<file path="config.mk">
export PLATFORM = sky130hd
export DESIGN_NAME = alu_seq
export DESIGN_NICKNAME = d
export VERILOG_FILES = /design/src/rtl/alu_pkg.sv /design/src/rtl/alu_seq_shift.sv /design/src/rtl/alu_seq.sv
export SDC_FILE = /design/constraint.sdc
export NUM_CORES = 1
export LEC_CHECK = 0
export ABC_CLOCK_PERIOD_IN_PS = 8200
export CELL_PAD_IN_SITES_DETAIL_PLACEMENT = 1
export CELL_PAD_IN_SITES_GLOBAL_PLACEMENT = 1
export CORE_MARGIN = 4
export CORE_UTILIZATION = 45
export CTS_BUF_LIST = sky130_fd_sc_hd__clkbuf_16
export CTS_CLUSTER_DIAMETER = 120
export DETAILED_ROUTE_END_ITERATION = 8
export PLACE_DENSITY = 0.88
export SKIP_CTS_REPAIR_TIMING = 1
export SYNTH_ARGS = -nofsm -noshare
export SYNTH_HDL_FRONTEND = slang
export SYNTH_HIERARCHICAL = 1
export SYNTH_SLANG_ARGS = --single-unit
</file>
<file path="constraint.sdc">
create_clock -name clk -period 8.2 [get_ports clk]
set_input_delay 2.46 -clock clk [delete_from_list [all_inputs] [get_ports clk]]
set_output_delay 2.46 -clock clk [all_outputs]
set_load 0.02 [all_outputs]
</file>
<file path="src/rtl/alu_pkg.sv">
// Shared definitions for the sequential ALU.
//   - Opcode encodings (OP_ADD .. OP_CLC); 13..15 are illegal.
//   - Bit positions inside the 5-bit flags word {gt,v,n,z,c}.
//   - Control FSM state encoding and the shift-kind encoding.
package alu_pkg;

    localparam logic [3:0] OP_ADD = 4'd0;
    localparam logic [3:0] OP_ADC = 4'd1;
    localparam logic [3:0] OP_SUB = 4'd2;
    localparam logic [3:0] OP_SBB = 4'd3;
    localparam logic [3:0] OP_AND = 4'd4;
    localparam logic [3:0] OP_OR  = 4'd5;
    localparam logic [3:0] OP_XOR = 4'd6;
    localparam logic [3:0] OP_GT  = 4'd7;
    localparam logic [3:0] OP_SHL = 4'd8;
    localparam logic [3:0] OP_SHR = 4'd9;
    localparam logic [3:0] OP_ASR = 4'd10;
    localparam logic [3:0] OP_ROL = 4'd11;
    localparam logic [3:0] OP_CLC = 4'd12;

    localparam int F_C  = 0;
    localparam int F_Z  = 1;
    localparam int F_N  = 2;
    localparam int F_V  = 3;
    localparam int F_GT = 4;

    typedef enum logic {
        ST_IDLE  = 1'b0,
        ST_SHIFT = 1'b1
    } state_e;

    // Matches OPcode[1:0] of the four shift opcodes (8..11).
    typedef enum logic [1:0] {
        SH_SHL = 2'd0,
        SH_SHR = 2'd1,
        SH_ASR = 2'd2,
        SH_ROL = 2'd3
    } shift_e;

    function automatic logic is_shift_op(input logic [3:0] op);
        return op[3:2] == 2'b10;
    endfunction

endpackage

</file>
<file path="src/rtl/alu_seq_shift.sv">
// Serial shift/rotate datapath: moves the work register by one bit position
// per step.
//   clk, rst    : clock, synchronous active-high reset
//   i_load      : capture i_a / i_cnt / i_kind (start of a shift)
//   i_step      : perform one single-bit shift, decrement the counter
//   i_kind      : SHL / SHR / ASR / ROL
//   i_a, i_cnt  : operand and shift amount
//   o_next      : value the work register takes at the next step
//   o_last_out  : bit shifted out by the next step
//   o_done      : the next step is the final one (counter == 1)
module alu_seq_shift
    import alu_pkg::*;
#(
    parameter  int WIDTH = 8,
    localparam int SHW   = $clog2(WIDTH)
) (
    input  logic             clk,
    input  logic             rst,
    input  logic             i_load,
    input  logic             i_step,
    input  shift_e           i_kind,
    input  logic [WIDTH-1:0] i_a,
    input  logic [SHW-1:0]   i_cnt,
    output logic [WIDTH-1:0] o_next,
    output logic             o_last_out,
    output logic             o_done
);

    logic [WIDTH-1:0] r_work;
    logic [SHW-1:0]   r_cnt;
    shift_e           r_kind;

    always_ff @(posedge clk) begin
        if (rst) begin
            r_work <= '0;
            r_cnt  <= '0;
            r_kind <= SH_SHL;
        end else if (i_load) begin
            r_work <= i_a;
            r_cnt  <= i_cnt;
            r_kind <= i_kind;
        end else if (i_step) begin
            r_work <= o_next;
            r_cnt  <= r_cnt - SHW'(1);
        end
    end

    always_comb begin
        o_next     = r_work;
        o_last_out = 1'b0;
        case (r_kind)
            SH_SHL: begin
                o_next     = {r_work[WIDTH-2:0], 1'b0};
                o_last_out = r_work[WIDTH-1];
            end
            SH_SHR: begin
                o_next     = {1'b0, r_work[WIDTH-1:1]};
                o_last_out = r_work[0];
            end
            SH_ASR: begin
                o_next     = {r_work[WIDTH-1], r_work[WIDTH-1:1]};
                o_last_out = r_work[0];
            end
            SH_ROL: begin
                o_next     = {r_work[WIDTH-2:0], r_work[WIDTH-1]};
                o_last_out = r_work[WIDTH-1];
            end
            default: ;
        endcase
    end

    assign o_done = (r_cnt == SHW'(1));

endmodule

</file>
<file path="src/rtl/alu_seq.sv">
// Registered ALU with valid/ready handshakes, a persistent carry register
// for ADC/SBB chains and serial multi-bit shifts.
// Handshake: a transfer happens on either side exactly when valid && ready
// at a rising edge; a presented result (out, flags, err) holds steady until
// its transfer.
//   clk, rst            : clock, synchronous active-high reset
//   in_valid / in_ready : operand handshake (A, B, OPcode)
//   A, B, OPcode        : operands; B[SHW-1:0] is the shift amount
//   out_valid/out_ready : result handshake
//   out, flags, err     : result, {gt,v,n,z,c}, illegal-opcode marker
//   c_flag              : live stored carry
module alu_seq
    import alu_pkg::*;
#(
    parameter  int WIDTH = 8,
    localparam int SHW   = $clog2(WIDTH)
) (
    input  logic             clk,
    input  logic             rst,
    input  logic             in_valid,
    output logic             in_ready,
    input  logic [WIDTH-1:0] A,
    input  logic [WIDTH-1:0] B,
    input  logic [3:0]       OPcode,
    output logic             out_valid,
    input  logic             out_ready,
    output logic [WIDTH-1:0] out,
    output logic [4:0]       flags,
    output logic             c_flag,
    output logic             err
);

    state_e           r_state, w_state_next;
    logic [WIDTH-1:0] r_out;
    logic [4:0]       r_flags;
    logic             r_cf, r_err, r_out_valid, r_gt;

    logic             w_accept, w_shift_start, w_single_load, w_shift_done;
    logic             w_cin, w_gt, w_c, w_v, w_err, w_cf_we;
    logic [WIDTH:0]   w_add, w_sub;
    logic [WIDTH-1:0] w_res;
    logic [4:0]       w_flags, w_sh_flags;
    logic [WIDTH-1:0] w_sh_next;
    logic             w_sh_last, w_sh_done;

    assign in_ready      = (r_state == ST_IDLE) && (!r_out_valid || out_ready);
    assign w_accept      = in_valid && in_ready;
    assign w_shift_start = w_accept && is_shift_op(OPcode) && (B[SHW-1:0] != '0);
    assign w_single_load = w_accept && !w_shift_start;
    assign w_shift_done  = (r_state == ST_SHIFT) && w_sh_done;

    // Single-cycle result path (also covers shifts by zero).
    always_comb begin
        // ADC and SBB are the odd arithmetic opcodes; only they consume carry.
        w_cin = r_cf & OPcode[0];
        w_add = {1'b0, A} + {1'b0, B} + {{WIDTH{1'b0}}, w_cin};
        // Subtract as A + ~B + !cin: carry-out is the inverted borrow, and
        // overflow is carry-into-msb xor carry-out, exact even with cin.
        w_sub = {1'b0, A} + {1'b0, ~B} + {{WIDTH{1'b0}}, ~w_cin};
        w_gt  = (A > B);

        w_res   = '0;
        w_c     = r_cf;
        w_v     = 1'b0;
        w_err   = 1'b0;
        w_cf_we = 1'b0;
        case (OPcode)
            OP_ADD, OP_ADC: begin
                w_res   = w_add[WIDTH-1:0];
                w_c     = w_add[WIDTH];
                w_v     = (A[WIDTH-1] ^ B[WIDTH-1] ^ w_add[WIDTH-1]) ^ w_add[WIDTH];
                w_cf_we = 1'b1;
            end
            OP_SUB, OP_SBB: begin
                w_res   = w_sub[WIDTH-1:0];
                w_c     = ~w_sub[WIDTH];
                w_v     = (A[WIDTH-1] ^ ~B[WIDTH-1] ^ w_sub[WIDTH-1]) ^ w_sub[WIDTH];
                w_cf_we = 1'b1;
            end
            OP_AND: w_res = A & B;
            OP_OR:  w_res = A | B;
            OP_XOR: w_res = A ^ B;
            OP_GT:  w_res = {{(WIDTH-1){1'b0}}, w_gt};
            OP_SHL, OP_SHR, OP_ASR, OP_ROL, OP_CLC: begin
                w_res   = A;
                w_c     = 1'b0;
                w_cf_we = 1'b1;
            end
            default: w_err = 1'b1;
        endcase

        w_flags = '0;
        if (!w_err) begin
            w_flags[F_C]  = w_c;
            w_flags[F_Z]  = (w_res == '0);
            w_flags[F_N]  = w_res[WIDTH-1];
            w_flags[F_V]  = w_v;
            w_flags[F_GT] = w_gt;
        end

        w_sh_flags       = '0;
        w_sh_flags[F_C]  = w_sh_last;
        w_sh_flags[F_Z]  = (w_sh_next == '0);
        w_sh_flags[F_N]  = w_sh_next[WIDTH-1];
        w_sh_flags[F_GT] = r_gt;
    end

    alu_seq_shift #(.WIDTH(WIDTH)) u_shift (
        .clk        (clk),
        .rst        (rst),
        .i_load     (w_shift_start),
        .i_step     (r_state == ST_SHIFT),
        .i_kind     (shift_e'(OPcode[1:0])),
        .i_a        (A),
        .i_cnt      (B[SHW-1:0]),
        .o_next     (w_sh_next),
        .o_last_out (w_sh_last),
        .o_done     (w_sh_done)
    );

    always_ff @(posedge clk) begin
        if (rst) r_state <= ST_IDLE;
        else     r_state <= w_state_next;
    end

    always_comb begin
        w_state_next = r_state;
        case (r_state)
            ST_IDLE:  if (w_shift_start) w_state_next = ST_SHIFT;
            ST_SHIFT: if (w_sh_done)     w_state_next = ST_IDLE;
            default:  w_state_next = ST_IDLE;
        endcase
    end

    always_ff @(posedge clk) begin
        if (rst) begin
            r_out       <= '0;
            r_flags     <= '0;
            r_cf        <= 1'b0;
            r_err       <= 1'b0;
            r_out_valid <= 1'b0;
            r_gt        <= 1'b0;
        end else if (w_single_load) begin
            r_out       <= w_res;
            r_flags     <= w_flags;
            r_err       <= w_err;
            r_out_valid <= 1'b1;
            if (w_cf_we) r_cf <= w_c;
        end else if (w_shift_start) begin
            // Any previous result retires at this edge (in_ready implies it).
            r_out_valid <= 1'b0;
            r_gt        <= w_gt;
        end else if (w_shift_done) begin
            r_out       <= w_sh_next;
            r_flags     <= w_sh_flags;
            r_err       <= 1'b0;
            r_out_valid <= 1'b1;
            r_cf        <= w_sh_last;
        end else if (r_out_valid && out_ready) begin
            r_out_valid <= 1'b0;
        end
    end

    assign out       = r_out;
    assign flags     = r_flags;
    assign c_flag    = r_cf;
    assign err       = r_err;
    assign out_valid = r_out_valid;

endmodule

</file>
# Word-level counts from Yosys, hierarchy flattened

Cells that the tools add are included.

Bits in registers: 31
Latch bits: 0
RAM bits: 0
Bits in read-only memories: 0
Input bits: 24
Output and inout bits: 17
Logic and storage cells: 111
Memories: 0

Add/subtract/negate cells: 5
Multipliers: 0
Divide/modulo/power cells: 0
Order comparisons: 1
Eq/ne operators: 19
Shifts and indexed selects: 0
Mux-type cells: 32
Bitwise logic cells: 16
Reductions and logical operators: 28

Operators by type and width:

| kind               | count |
|---|---|
| $pmux 8 s7         | 1 |
| $mux 8             | 5 |
| $pmux 8 s4         | 1 |
| $eq 4x4->1 const B | 5 |
| $mux 5             | 4 |
| $add 8x8->9        | 2 |
| $add 9x1->9        | 2 |
| $eq 4x3->1 const B | 4 |
| $logic_not 8->1    | 2 |
| $mux 1             | 15 |
| $reduce_or 13->1   | 1 |
| $reduce_or 9->1    | 1 |
| $and 8x8->8        | 1 |
| $eq 4x2->1 const B | 2 |
| $gt 8x8->1         | 1 |
| $not 8->8          | 1 |
| $or 8x8->8         | 1 |
| $reduce_or 2->1    | 4 |
| $xor 8x8->8        | 1 |
| $logic_and 1x1->1  | 7 |
| $eq 2x2->1 const B | 3 |
| $mux 3             | 2 |
| $pmux 1 s2         | 3 |
| $xor 1x1->1        | 6 |
| 18 further kinds   | 26 |

# Logic depth before layout (Yosys ltp)

Depth in word-level cells: 10
Depth in mapped cells: 14
Gate-level depth less buffers: 12

# By module

The synthesis kept the hierarchy.

Modules (own cells, without submodules):

| module        | instances | cells an instance | area an instance (um2) | seq. area each (um2) |
|---|---|---|---|---|
| alu_seq       | 1         | 300               | 2,264.7                | 360.3 |
| alu_seq_shift | 1         | 95                | 804.5                  | 260.2 |

# Worst setup path after synthesis

No wires, ideal clock.

Path kind: input -> output
From: input out_ready
To: output in_ready
Data arrival time: 2,915 ps
Required time: 5,740 ps
Slack: 2,825 ps
Cell stages on the path: 2
Path buffers: 0
Cells stage by stage: nand2b_1 -> nor2b_1

Word-level cells in the longest chain between the ends: 2

Ends and longest elaborated chain:

| what              | RTL line      | RTL |
|---|---|---|
| start, declared   | alu_seq.sv:26 | `input logic out_ready,` |
| $logic_or 1x1->1  | alu_seq.sv:46 | `assign in_ready = (r_state == ST_IDLE) && (!r_out_valid \|\| out_ready);` |
| $logic_and 1x1->1 | alu_seq.sv:46 |  |
| end, declared     | alu_seq.sv:21 | `output logic in_ready,` |

Every way passes these cells.

# Worst setup path after layout

Same ends and word-level chain as after synthesis.

==> summary.md <==
| Metric | Value |
|---|---|
| Run status | `complete, no violations` |
| Critical path's top delay family | `buffers and inverters` |
| Clock tree from TritonCTS | `done` |
| Count of flip-flops with a built-in enable after synthesis | `0` |
| Average size of a mapped cell | `7.770 um2` |
| Via density per instance | `6.296` |
| Syn_nets | `456` |
| Number of routed nets with antenna violations | `0` |
| Slew Limit Headroom | `36.81%` |
| Number of fill cells | `810` |
| Synthesized instance count | `395` |
| Global Route Usage Sum | `24.76%` |
| Power density over the cells | `151.7 nW/um2` |
| Asr flop ratio synth | `0%` |
| Number of distinct library cells after synthesis | `66` |
| Critical Path End Type | `output port` |
| Number of buffer and inverter stages on the critical path | `2` |
| Clock transition at the register clock pins on the worst setup and hold paths after CTS | `0.05 ns` |
| Delay of the slowest critical-path stage | `0.61 ns` |
| Syn. warnings | `6` |
| Total cell area at the placement stage | `3437 um2` |
| Max-Cap Viols | `0` |
| Library cell contributing the largest single delay on the critical path | `clkdlybuf4s50_1` |
| Setup TNS | `0 ns` |
| Rows | `29` |
| Layout area overhead | `17.33%` |
| Clk Latency, worst-skew pair | `0.28 ns` |
| Final setup violation count | `0` |
| Critical Path Fanout Max | `3` |
| FF+latch area | `620.6 um2` |
| DRC Markers | `0` |
| Final GP Congestion | `0.9300` |
| H-tree lvl count | `2` |
| Area of the multi-input gates | `2170 um2` |
| Worst Path Class, Setup | `in -> out` |
| Pin slew with the least headroom to its limit | `0.9478 ns` |
| Highest ir drop seen on vdd | `84.70 uV` |
| Number of global-route vias before repair | `3238` |
| Leakage Power | `0.001511 uW` |
| Commonest register cell after synthesis | `dfxtp_1` |
| Shortest clock period the worst path allows after layout | `6.251 ns` |
| Most frequent cells after synthesis | `inv_1 (36), nand2_1 (35), ha_1 (33), dfxtp_1 (31), nor2_1 (30)` |
| HPWL Detailed | `7.468 mm` |
| Number of buffers added by the clock tree synthesis step | `5` |
| Floorplan die area | `8206 um2` |
| Number of hold violations in the final report | `0` |
| Die height | `90.59 um` |
| Cell area after synthesis | `3069 um2` |
| Number of sinks driven by the clock tree | `31` |
| Cell type with the highest occurrence count on the critical path | `clkdlybuf4s50_1` |
| Arrival @ worst endpoint | `3.79 ns` |
| Initial core utilization | `47.25%` |
| Proportion of synthesized chip area in sequential cells | `20.22%` |
| Number of nets in the final layout | `479` |
| Clock tree root driver cell | `clkbuf_16` |
| Share of the synthesized area in the top cell type | `20.22%` |
| Initial antenna violation count | `0` |
| Share of cells above drive strength 1 | `4.773%` |
| Final worst-path cycle share | `76.24%` |
| Io pins | `41` |
| Fmax | `160.0 MHz` |
| Summed area of non-filler cells in the final layout | `3601 um2` |
| Worst Setup Start Kind | `input pin` |
| DIE WIDTH | `90.59 um` |
| Overall power after layout | `546.3 uW` |
| 1st-pass router iterations | `4` |
| Skew final | `0.003455 ns` |
| Detailed Route Iter0 Violations | `196` |
| Top cells by area, synth | `dfxtp_1 (20%), ha_1 (13%), inv_1 (4.4%)` |
| Largest net degree at the start of global routing | `33` |
| Ant diodes | `0` |
| Critical-path cell list | `clkdlybuf4s50_1 > nand2b_1 > nor2b_1 > clkdlybuf4s50_1` |
| Most common cell in the synthesized netlist | `inv_1` |
| Final global-route overflow total | `0` |
| Unrepaired setup endpoints after global routing | `false` |
| Average detailed-routed wire length per instance | `20.25 um` |
| Final Max Tran Viols | `0` |
| Total via count after detailed routing | `3123` |
| Area of the core region | `6495 um2` |
| Crit path required time | `5.74 ns` |
| CTS Buffer Depth | `2` |
| Dominant cell type by area after synthesis | `dfxtp_1` |
| Global-route wire length before repair | `16.62 mm` |
| Sum of routed wire length over all layers | `10.05 mm` |
| Tightest Hold Check Type | `reg -> reg` |
| Count of buffers from port buffering | `40` |
| Number of synthesized register bits | `31` |
[report_power, final]
part	leakage (uW)	switching [uW]	internal [uW]	total (uW)
registers	0.000253	7.85	160	168
logic	0.00118	99.4	70.2	170
clock network	0.0000812	67.5	142	209
total	0.00151	175	372	546
[cells by family after synthesis]
group | after synthesis | share of synthesized area [%]
adder cells (fa/ha/maj) | 37 | 16.06
AO/OA/AOI/OAI | 115 | 26.91
flip-flops | 31 | 20.22
buffers and inverters | 62 | 9.091
XOR/XNOR | 8 | 2.283
multiplexers | 13 | 4.362
AND/OR/NAND/NOR | 129 | 21.08
[metal layers]
metal / share of wire [%] / wire (um) / GRT usage (%)
met5: 0 / 0 / 0
met4: 3.8 / 378 / 11.61
met3: 3.7 / 370 / 2.333
met2: 50 / 5063 / 43.55
met1: 42 / 4233 / 30.18
[flip-flops by register name (all words and copies together) (netlist names), 2 cells and up]
register        count
u_shift/r_cnt       3
flags               5
u_shift/r_kind      2
u_shift/r_work      8
out                 8
[path summary, 6_finish.rpt]
| path | start | endpoint | slack, ns | depth (start not counted) |
|---|---|---|---|---|
| max | out_ready | in_ready | 1.95 | 4 |
| min | err$_SDFFE_PP0P_ | err$_SDFFE_PP0P_ | 0.47 | 2 |
| max reg2reg | c_flag$_SDFFE_PP0P_ | flags[1]$_SDFFE_PP0P_ | 5.21 | 9 |
| min reg2reg | err$_SDFFE_PP0P_ | err$_SDFFE_PP0P_ | 0.47 | 2 |
[cell usage in the layout, fill, tap and decap left out, drive strengths merged, types with 4 or more instances in the layout]
master / instances
nand3b: 8
ha: 33
clkbuf: 5
o221ai: 8
nor2: 30
a21oi: 21
dfxtp: 31
nand3: 8
clkdlybuf4s50: 40
nor2b: 12
nand2: 35
xnor2: 6
a211oi: 6
nor4: 4
o21ai: 19
fa: 4
a21o: 7
o211ai: 4
a31oi: 5
a211o: 4
mux2i: 10
a22oi: 9
nor3: 12
inv: 36
nand2b: 6
[layout make-up]
class	instances	share of cell area (%)
Clock inverter	3	1.077
Inverter	36	3.753
Tap cell	77	2.675
Sequential cell	31	17.23
Clock buffer	5	3.475
Multi-Input combinational cell	302	60.25
Timing Repair Buffer	42	11.54
[per-stage QoR]
step	hold WS (ns)	setup WS [ns]	instances	utilization, %
finish	0.4670	1.949	496	55.44
global route	0.4865	1.876	496	55.44
CTS	0.4712	1.942	496	55.44
detailed placement	0.4640	1.949	488	52.92
global placement	0.4587	1.969	488	52.92
floorplan	0.4547	2.825	395	-
[worst min-delay path, delay by kind of cell (launching register included)]
family / cells / cell delay, ns
AOI/OAI and AO/OA: 1 / 0.06
DFF: 1 / 0.30
and+or+nand+nor: 1 / 0.06
No activity file was read; power rests on OpenSTA's default activity.
